===== config.mk =====
export PLATFORM = sky130hd
export DESIGN_NAME = voice_scheduler
export DESIGN_NICKNAME = d
export VERILOG_FILES = /design/src/rtl/voice_scheduler.sv
export SDC_FILE = /design/constraint.sdc
export NUM_CORES = 1
export LEC_CHECK = 0
export CAP_MARGIN = 0
export CORE_MARGIN = 2
export CORE_UTILIZATION = 34
export CTS_CLUSTER_DIAMETER = 120
export DETAILED_ROUTE_END_ITERATION = 10
export SLEW_MARGIN = 20
export SYNTH_ARGS = -nofsm -noshare
export SYNTH_HDL_FRONTEND = slang
export SYNTH_SLANG_ARGS = --single-unit

===== constraint.sdc =====
create_clock -name clk -period 6.35 [get_ports clk]
set_input_delay 1.27 -clock clk [delete_from_list [all_inputs] [get_ports clk]]
set_output_delay 1.27 -clock clk [all_outputs]
set_load 0.01 [all_outputs]

===== src/rtl/voice_scheduler.sv =====
// voice_scheduler: shares one single-port sample ROM among four drum voices
// (0 kick, 1 clap, 2 hihat, 3 snare). On each sample tick the voices are
// visited in order 0..3; every active voice gets one ROM byte read. The
// signed samples are summed, and the sum is saturated into one signed 8-bit
// mix word.
//
// Optional feature: define VOICE_SCHED_LOOP_EN to add the loop[3:0] input.
// With it, a voice whose loop bit is set wraps to position 0 after its last
// byte and keeps playing. Without it, every voice stops after its last byte.
//
// state  | meaning
// -------+-----------------------------------------------------------------
// IDLE   | waiting for tick; pending triggers are applied when it arrives
// SLOT   | visiting voice vsel; mem_rd is high here if that voice is active
// WAIT   | ROM byte for vsel is on mem_data; accumulate it and advance pos
// FINISH | saturate acc into mix; mix_valid rises on the next cycle

module voice_scheduler #(
    parameter int POS_W      = 12,
    parameter int SAMPLE_LEN = 4000
) (
    input  logic             clk,
    input  logic             rst_n,
    input  logic             tick,
    input  logic [3:0]       trig,
    input  logic [3:0]       mute,
`ifdef VOICE_SCHED_LOOP_EN
    input  logic [3:0]       loop,
`endif
    output logic             mem_rd,
    output logic [POS_W+1:0] mem_addr,
    input  logic [7:0]       mem_data,
    output logic [7:0]       mix,
    output logic             mix_valid,
    output logic [3:0]       active,
    output logic             busy,
    output logic             overrun
);

    typedef enum logic [1:0] {IDLE, SLOT, WAIT, FINISH} state_t;

    localparam logic [POS_W-1:0] LAST_POS = POS_W'(SAMPLE_LEN - 1);

    state_t           state;
    logic [1:0]       vsel;
    logic [1:0]       v_next;
    logic [POS_W-1:0] pos [4];
    logic [3:0]       trig_pend;
    logic [9:0]       acc;
    logic [9:0]       acc_sum;
    logic [7:0]       clamp;
    logic             last_byte;
    logic             keep_active;

    // Next-voice index, accumulator update, saturation and end-of-sample decode
    always_comb begin
        v_next    = vsel + 2'd1;
        acc_sum   = acc + (mute[vsel] ? 10'd0 : {{2{mem_data[7]}}, mem_data});
        last_byte = (pos[vsel] == LAST_POS);
`ifdef VOICE_SCHED_LOOP_EN
        keep_active = loop[vsel];
`else
        keep_active = 1'b0;
`endif
        if ($signed(acc) > 10'sd127)
            clamp = 8'h7F;
        else if ($signed(acc) < -10'sd128)
            clamp = 8'h80;
        else
            clamp = acc[7:0];
    end

    assign busy = (state != IDLE);

    // Frame sequencer. mem_rd and mem_addr are registered and set up as the
    // FSM enters a SLOT, so the read strobe lines up with the SLOT cycle.
    always_ff @(posedge clk or negedge rst_n) begin
        if (!rst_n) begin
            state     <= IDLE;
            vsel      <= 2'd0;
            trig_pend <= 4'd0;
            acc       <= 10'd0;
            mem_rd    <= 1'b0;
            mem_addr  <= '0;
            mix       <= 8'd0;
            mix_valid <= 1'b0;
            active    <= 4'd0;
            overrun   <= 1'b0;
            for (int i = 0; i < 4; i++) pos[i] <= '0;
        end else begin
            mix_valid <= 1'b0;
            mem_rd    <= 1'b0;
            trig_pend <= trig_pend | trig;
            if (tick && state != IDLE) overrun <= 1'b1;

            case (state)
                IDLE: begin
                    if (tick) begin
                        for (int i = 0; i < 4; i++) begin
                            if (trig_pend[i]) begin
                                active[i] <= 1'b1;
                                pos[i]    <= '0;
                            end
                        end
                        // A trigger arriving with the accepted tick belongs to the next frame
                        trig_pend <= trig;
                        acc       <= 10'd0;
                        vsel      <= 2'd0;
                        mem_rd    <= active[0] | trig_pend[0];
                        mem_addr  <= {2'd0, trig_pend[0] ? {POS_W{1'b0}} : pos[0]};
                        state     <= SLOT;
                    end
                end
                SLOT: begin
                    if (active[vsel]) begin
                        state <= WAIT;
                    end else if (vsel == 2'd3) begin
                        state <= FINISH;
                    end else begin
                        vsel     <= v_next;
                        mem_rd   <= active[v_next];
                        mem_addr <= {v_next, pos[v_next]};
                    end
                end
                WAIT: begin
                    acc <= acc_sum;
                    if (last_byte) begin
                        pos[vsel]    <= '0;
                        active[vsel] <= keep_active;
                    end else begin
                        pos[vsel] <= pos[vsel] + 1'b1;
                    end
                    if (vsel == 2'd3) begin
                        state <= FINISH;
                    end else begin
                        vsel     <= v_next;
                        mem_rd   <= active[v_next];
                        mem_addr <= {v_next, pos[v_next]};
                        state    <= SLOT;
                    end
                end
                FINISH: begin
                    mix       <= clamp;
                    mix_valid <= 1'b1;
                    state     <= IDLE;
                end
                default: state <= IDLE;
            endcase
        end
    end

endmodule


==> results of run 1 <==
-- report_power, final --
part,switching (mW),internal [mW]
combinational,0.781,0.536
sequential,0.121,0.736
clock,0.231,0.287
-- per-layer routing --
metal  global-route usage  share of wire  vias up
met1                0.225           0.46     2111
met2                0.275           0.47      110
met4               0.0550          0.017        0
li1                     -              -     1959
met5                    0              0        -
met3               0.0248          0.050       15
-- layout make-up --
class / instances / share of cell area
multi-input combinational: 386 / 0.446
sequential: 93 / 0.372
timing repair buffer: 52 / 0.0817
tap: 211 / 0.0422
clock buffer: 11 / 0.0404
inverter: 21 / 0.0126
clock inverter: 5 / 0.00539
-- critical path, stage by stage --
cell and delay, ns:
clkdlybuf4s50_1 0.39, mux4_2 0.59, and2b_1 0.24, ha_1 0.19
inv_1 0.06, fa_1 0.39, nor2b_1 0.12, o21ai_0 0.11
a21boi_0 0.27, o21ai_0 0.17, a211oi_1 0.26, o21ai_0 0.13
a32o_1 0.28
-- flip-flops by register name, summed over array words and instances (netlist names) --
register,cells
mix,8
mem_rd,1
mix_valid,1
pos,48
vsel,1
acc,10
overrun,1
mem_addr,13
state,2
trig_pend,4
active,4
-- metrics by stage --
step	hold slack [ns]	setup slack [ns]	cells	cell area, sq um
floorplan	0.458	2.54	522	5310
global placement	0.439	1.89	762	5960
detailed placement	0.450	1.79	762	5960
CTS	0.469	2.13	778	6250
global route	0.494	1.92	779	6260
finish	0.466	2.10	779	6260
-- synth_stat cells, drive strengths merged, types with 7 or more instances --
cell	count
a21oi	36
nor2	34
o21ai	74
mux4	27
o211ai	7
ha	18
a21o	9
nor3b	11
buf	7
nand3	11
clkbuf	15
dfrtp	93
inv	21
nand2	81
xnor2	11
-- cells by family after synthesis --
| kind of cell | synth area share |
|---|---|
| multiplexers | 0.128 |
| adder cells (fa/ha/maj) | 0.0462 |
| flip-flops | 0.438 |
| AND/OR/NAND/NOR | 0.158 |
| AO/OA/AOI/OAI | 0.165 |
| XOR/XNOR | 0.0280 |
| buffers and inverters | 0.0370 |
-- worst paths after layout --
path,from,end,slack (ns)
setup / recovery,mute[3],acc[8],2.10
min in group asynchronous,rst_n,acc[2],0.78
hold reg to reg,overrun,overrun,0.47
hold / removal,overrun,overrun,0.47
setup reg to reg,mem_addr[13],acc[8],2.93
max in group asynchronous,rst_n,pos[20],4.35
==> flow_summary_export.csv, run 1 <==
group,metric,value,unit
status,status,"complete, no violations",
synth,avgSynthCellArea,10.2,sq um
synth,ys_types,54,
clocking,postCtsHoldBufs,0,
finish,final_layout_size_suffix_gt1_frac,0.0968,
routing,via_per_inst,5.39,
routing,vias,4195,
floorplan,io_pins,49,
synth,yosys.area.top_type,"dfrtp_1",
hold_path,hold_depth,1,
floorplan,num_rows,45,
clocking,cts.path.max_buffers,2,
pwr,leakage,2.58,nW
synth,synth_flop_cell,"dfrtp_1",
floorplan,fp.coreArea,0.0153,sq mm
sta,finalSetupTns,0,ns
clocking,cts_root_buf,"clkbuf_16",
synth,syn-cell-area,0.00531,sq mm
sta,post-route-period-util,0.670,
sta,relSlewSlack,0.205,
pwr,peakVddDrop,0.000148,V
routing,ant_nets,0,
finish,layout_commonest_cell,"dfrtp_1",
placement,io_buffers,48,
sta,setup_violations,0,
critical_path,path_max_fanout,8,
global_routing,overflow,0,
finish,antennaDiodeCount,0,
global_routing,grt_start_max_net_pins,78,
synth,synth-edff-count,0,
synth,yosysWarnings,0,
global_routing,grt_pass1_vias,4041,
critical_path,crit_required,6.57,ns
routing,post_drt_wl_per_cell,17.1,um
routing,drc,0,
finish,final_util,0.410,
placement,hpwl,9180,um
sta,hold_violations,0,
critical_path,end_kind,"flop",
synth,syn_nets,560,
clocking,clk_latency,0.34,ns
flow_run,drv_cap,0,
finish,multi_input_area,0.00279,sq mm
routing,dr.pass1.iters,5,
floorplan,die_w,129,um
sta,tightest_slew,1.18,ns
pwr,powerDensity,430,mW/mm^2
finish,nFillCells,1451,
critical_path,crit_type,"input pin to flop",
sta,fin_skew,0.00557,ns
global_routing,grtUsageTotal,0.166,
synth,yosysSeqAreaShare,0.438,
clocking,clkSlewWorstSetupHoldPaths,0.06,ns
global_routing,antenna_found_initial,0,
sta,min_period,4.25,ns
floorplan,die_area,0.0166,sq mm
critical_path,critPathArrivalTime,4.48,ns
hold_path,min_path_type,"flop to flop",
synth,yosysTopAreaCellShare,0.438,
clocking,h-tree-depth,3,
critical_path,worstSetupStartpointType,"input pin",
clocking,cts.sinks,93,
synth,synthTopCellsByArea,"dfrtp_1 44%, mux4_2 8.1%, o21ai_0 6.5%, nand2_1 5.5%, ha_1 4.2%",
finish,areaGrowthSynthToFinish,17.8,%
routing,drtIter0Drc,361,
floorplan,start_util,0.348,
global_routing,grt_pass1_wl,21400,um
pwr,power,2.69,mW
synth,ys_ff_latch,93,
synth,postSynthCellCount,522,
critical_path,rr_worst_depth,13,
finish,layout_common_cells,"93 x dfrtp_1, 78 x nand2_1, 68 x o21ai_0",
clocking,postCtsSetupRepairBufs,0,
finish,nets,601,
sta,fmax,235,MHz
finish,seqCellArea,0.00233,sq mm
clocking,cts_tree,"built",
sta,maxSlewViolCount,0,
clocking,cts_buffers,9,
routing,routed_wl,13300,um
synth,async_flop_share,1.00,
floorplan,die_height,129,um
placement,gp_congestion,0.788,
clocking,cts_resized,0,
sta,grt_setup_unrepaired,"false",
(Power assumes the default switching activity.)
==> inputs of run 2 (changes only) <==
Clock period 6.35 ns to 3.6 ns, I/O delays scaled along.
==> flow_summary_export.csv, run 2 (synthesis results as in run 1) <==
group,metric,value,unit
sta,setup_violations,0,
floorplan,io_pins,49,
clocking,cts_root_buf,"clkbuf_16",
flow_run,drv_cap,0,
clocking,cts.path.max_buffers,2,
hold_path,min_path_type,"flop to flop",
clocking,postCtsSetupRepairBufs,0,
finish,final_layout_size_suffix_gt1_frac,0.113,
sta,post-route-period-util,0.948,
routing,drc,0,
clocking,clkSlewWorstSetupHoldPaths,0.06,ns
clocking,cts_resized,0,
sta,maxSlewViolCount,0,
finish,nets,610,
finish,seqCellArea,0.00233,sq mm
global_routing,grtUsageTotal,0.169,
status,status,"complete, no violations",
clocking,postCtsHoldBufs,0,
critical_path,cpLargestDelayFamily,"compound AO/OA/AOI/OAI gates",
floorplan,num_rows,45,
finish,layout_commonest_cell,"dfrtp_1",
critical_path,end_kind,"flop",
clocking,cts_tree,"built",
routing,ant_nets,0,
clocking,cts_buffers,9,
sta,fmax,293,MHz
sta,tightest_slew,1.21,ns
floorplan,die_area,0.0166,sq mm
critical_path,path_cells,"clkdlybuf4s50_1, mux4_2, and2b_1, ha_1, inv_1, fa_1, nor2b_1, o21ai_0, a21boi_0, o21ai_1, a211oi_2, o21ai_0, a32o_1",
global_routing,grt_pass1_vias,4127,
global_routing,grt_start_max_net_pins,74,
global_routing,grt_pass1_wl,21800,um
routing,dr.pass1.iters,5,
sta,min_period,3.41,ns
critical_path,slowest_delay,0.48,ns
placement,hpwl,9290,um
routing,drtIter0Drc,346,
clocking,h-tree-depth,3,
critical_path,crit_required,3.83,ns
placement,placed_cell_area,0.00604,sq mm
pwr,leakage,2.62,nW
clocking,cts.sinks,93,
finish,areaGrowthSynthToFinish,19.0,%
critical_path,path_buf_inv,2,
global_routing,antenna_found_initial,0,
floorplan,start_util,0.348,
pwr,powerDensity,754,mW/mm^2
routing,routed_wl,13200,um
pwr,peakVddDrop,0.000308,V
global_routing,overflow,0,
critical_path,cpMostUsedCell,"o21ai_0",
floorplan,fp.coreArea,0.0153,sq mm
finish,nFillCells,1448,
sta,hold_violations,0,
routing,via_per_inst,5.32,
finish,fin_area,0.00632,sq mm
finish,largest_registers,"pos: 48 flops, mem_addr: 13 flops, acc: 10 flops",
routing,post_drt_wl_per_cell,16.8,um
finish,multi_input_area,0.00280,sq mm
critical_path,cp_slowest_cell,"mux4_2",
finish,antennaDiodeCount,0,
sta,fin_skew,0.00865,ns
placement,gp_congestion,0.844,
sta,finalSetupTns,0,ns
floorplan,die_w,129,um
critical_path,critPathArrivalTime,3.64,ns
placement,io_buffers,48,
sta,grt_setup_unrepaired,"true",
routing,vias,4191,
finish,largest_reg_flops,48,
finish,regMostFlops,"pos",
sta,relSlewSlack,0.186,
finish,layout_common_cells,"93 x dfrtp_1, 78 x nand2_1, 66 x o21ai_0",
critical_path,path_max_fanout,2,
critical_path,worstSetupStartpointType,"input pin",
clocking,clk_latency,0.34,ns
critical_path,crit_type,"input pin to flop",
floorplan,die_height,129,um
-- run 2: cell count changes in the layout (fill, tap and decap cells not counted) --
cell	previous run	this run
buf_4	4	14
a211oi_1	2	0
a211oi_2	0	2
clkbuf_8	2	0
clkinv_4	0	2
o21ai_0	68	66
o21ai_1	6	8
a21oi_1	35	36
a21oi_2	1	0
buf_6	1	0
-- run 2: layout make-up --
class	instances	area share
flip-flops and latches	93	0.368
multi-input cells	386	0.443
repair buffers	61	0.0910
clock buffers	9	0.0356
well taps	211	0.0418
clock inverters	7	0.00811
inverters	21	0.0125
-- run 2: report_power, final --
part / internal (mW) / total (mW) / switching (mW)
clock network: 0.470 / 0.887 / 0.416
logic: 0.979 / 2.38 / 1.40
registers: 1.30 / 1.51 / 0.207
-- run 2: worst reg2reg max path, stage by stage, from the launching register on --
cell and delay, ns:
dfrtp_1 0.38, mux4_2 0.53, and2b_1 0.22, ha_1 0.16, inv_1 0.06, fa_1 0.38, nor2b_1 0.12, o21ai_0 0.10
a21boi_0 0.27, o21ai_1 0.14, a211oi_2 0.22, o21ai_0 0.11, a32o_1 0.26
-- run 2: path summary, 6_finish.rpt --
| path | slack (ns) | end | depth (start not counted) | start |
|---|---|---|---|---|
| min in group asynchronous | 0.51 | acc[1] | 1 | rst_n |
| worst min register to register | 0.46 | overrun | 1 | overrun |
| worst max register to register | 0.55 | acc[8] | 12 | vsel[0] |
| worst min-delay path | 0.46 | overrun | 1 | overrun |
| max in group asynchronous | 2.35 | pos[17] | 2 | rst_n |
| worst max-delay path | 0.19 | acc[8] | 13 | mute[2] |
-- run 2: routing by layer --
layer	wire, um	GRT usage
met5	0	0
met4	204	0.0569
met1	5930	0.230
met2	6350	0.277
met3	711	0.0252
-- run 2: through the flow --
| step | setup WS [ns] | total power [mW] | instances | hold slack, ns | util |
|---|---|---|---|---|---|
| final | 0.187 | 4.77 | 788 | 0.455 | 0.414 |
| after CTS | 0.138 | 4.81 | 788 | 0.459 | 0.414 |
| after global placement | -0.144 | 3.84 | 772 | 0.439 | 0.396 |
| after floorplan | 0.262 | 3.07 | 522 | 0.424 | - |
| after detailed placement | -0.204 | 3.90 | 772 | 0.448 | 0.396 |
| after global routing | -0.0116 | 5.12 | 788 | 0.478 | 0.414 |
==> inputs of run 3 (changes only) <==
Settings changed: REMOVE_ABC_BUFFERS set to 1.
==> flow_summary_export.csv, run 3 (synthesis results as in run 1) <==
group,metric,value,unit
routing,drc,0,
finish,areaGrowthSynthToFinish,19.4,%
routing,drtIter0Drc,298,
sta,grt_setup_unrepaired,"false",
sta,post-route-period-util,0.957,
pwr,powerDensity,767,mW/mm^2
clocking,clk_latency,0.35,ns
finish,regMostFlops,"pos",
sta,hold_ws,0.313,ns
critical_path,ff2ff_setup_slack,0.49,ns
pwr,seqPwrFrac,0.309,
routing,via_per_inst,5.34,
sta,setup_violations,0,
clocking,h-tree-depth,3,
global_routing,overflow,0,
floorplan,die_height,129,um
floorplan,die_area,0.0166,sq mm
finish,largest_registers,"pos: 48 flops, mem_addr: 13 flops, acc: 10 flops",
sta,tightest_slew,1.04,ns
placement,placed_cell_area,0.00604,sq mm
finish,nets,611,
sta,relSlewSlack,0.299,
clocking,cts_root_buf,"clkbuf_16",
finish,layout_commonest_cell,"dfrtp_1",
pwr,pwr-share-comb,0.494,
finish,fin_cells,789,
critical_path,crit_type,"input pin to flop",
pwr,switching_share,0.416,
floorplan,io_pins,49,
critical_path,path_max_fanout,7,
sta,hold_violations,0,
finish,antennaDiodeCount,0,
critical_path,end_kind,"flop",
pwr,power,4.87,mW
global_routing,antenna_found_initial,0,
finish,largest_reg_flops,48,
status,status,"complete, no violations",
pwr,leakage,2.64,nW
critical_path,rr_worst_depth,12,
clocking,cts.sinks,93,
global_routing,grt_pass1_wl,22500,um
placement,io_buffers,48,
placement,gp_congestion,0.909,
finish,nFillCells,1473,
floorplan,fp.coreArea,0.0153,sq mm
sta,min_period,3.45,ns
sta,maxSlewViolCount,0,
floorplan,num_rows,45,
routing,dr.pass1.iters,4,
global_routing,grt_pass1_vias,4322,
finish,fin_area,0.00635,sq mm
pwr,p_sw,2.03,mW
finish,final_util,0.416,
clocking,cts_buffers,9,
critical_path,worstSetupStartpointType,"input pin",
placement,dp.cells,773,
clocking,clkSlewWorstSetupHoldPaths,0.07,ns
finish,final_layout_size_suffix_gt1_frac,0.111,
routing,ant_nets,0,
clocking,cts_tree,"built",
sta,fin_skew,0.00677,ns
routing,vias,4211,
sta,fmax,290,MHz
pwr,cellInternalPower,2.84,mW
routing,routed_wl,13600,um
pwr,peakVddDrop,0.000445,V
global_routing,grt_start_max_net_pins,34,
pwr,power_frac_clock,0.196,
clocking,postCtsHoldBufs,0,
floorplan,start_util,0.348,
critical_path,worstReg2RegStart,"vsel[0]",
flow_run,drv_cap,0,
placement,hpwl,9370,um
hold_path,min_path_type,"input pin to asynchronous set/reset pin",
critical_path,critPathArrivalTime,3.69,ns
critical_path,crit_required,3.85,ns
floorplan,die_w,129,um
global_routing,grtUsageTotal,0.174,
finish,layout_common_cells,"93 x dfrtp_1, 78 x nand2_1, 68 x o21ai_0",
clocking,cts.path.max_buffers,2,
critical_path,r2r-end,"acc[9]",
routing,post_drt_wl_per_cell,17.3,um
-- run 3: cell types whose count changed in the layout (fill, tap and decap cells not counted), moves of 2 or more --
cell | previous run | this run
clkinv_4 | 2 | 0
o21ai_0 | 66 | 68
o21ai_1 | 8 | 5
clkbuf_1 | 0 | 2
-- run 3: how the worst max path moves through the flow --
stage            start  endpoint  slack, ns  cells past startpoint
2_1_floorplan  vsel[0]    acc[8]      -0.17                     12
5_1_grt        mute[3]    acc[9]       0.02                     13
6_report       mute[3]    acc[9]       0.15                     13
3_3_place_gp   mute[3]    acc[9]      -0.08                     13
4_1_cts        mute[3]    acc[9]       0.18                     13
3_5_place_dp   mute[3]    acc[9]      -0.16                     13
-- run 3: critical path, cell delays in order --
cell	delay, ns
clkdlybuf4s50_1	0.39
mux4_2	0.47
buf_4	0.18
nand2b_1	0.18
inv_1	0.07
ha_1	0.23
a211oi_1	0.34
nor3_1	0.11
o31ai_1	0.32
a21oi_1	0.13
xor2_1	0.17
mux2i_1	0.14
nor4_2	0.25
-- run 3: final cells by class --
class	count	area (sq um)	area share
inverter	21	78.8	0.0124
multi-input combinational	386	2800	0.441
clock inverter	4	47.5	0.00749
sequential	93	2330	0.367
timing repair buffer	62	583	0.0919
clock buffer	12	246	0.0388
tap	211	264	0.0416
-- run 3: power groups by stage --
stage / logic, mW / registers [mW] / clock network, mW
3_5_place_dp: 2.40 / 1.53 / 0
4_1_cts: 2.42 / 1.51 / 0.983
2_1_floorplan: 1.37 / 1.58 / 0
3_3_place_gp: 2.37 / 1.51 / 0
5_1_grt: 2.66 / 1.55 / 1.03
6_report: 2.41 / 1.51 / 0.957
-- run 3: per-stage QoR --
stage / TNS [ns] / setup slack, ns
5_1_grt: 0 / 0.0194
6_report: 0 / 0.154
3_3_place_gp: -0.164 / -0.0825
2_1_floorplan: -0.167 / -0.167
4_1_cts: 0 / 0.181
3_5_place_dp: -0.273 / -0.158
-- run 3: what timing repair did --
item	4_1_cts	5_1_grt
hold endpoints to repair	0	0
resized for setup	0	2
setup buffers	0	0
endpoints found under the setup margin	0	1
-- run 3: per-layer routing --
layer  track usage  share of wire  wire [um]
met5             0              0          0
met4        0.0659          0.019        265
met3        0.0318          0.060        812
met2         0.276           0.48       6550
met1         0.239           0.44       6010
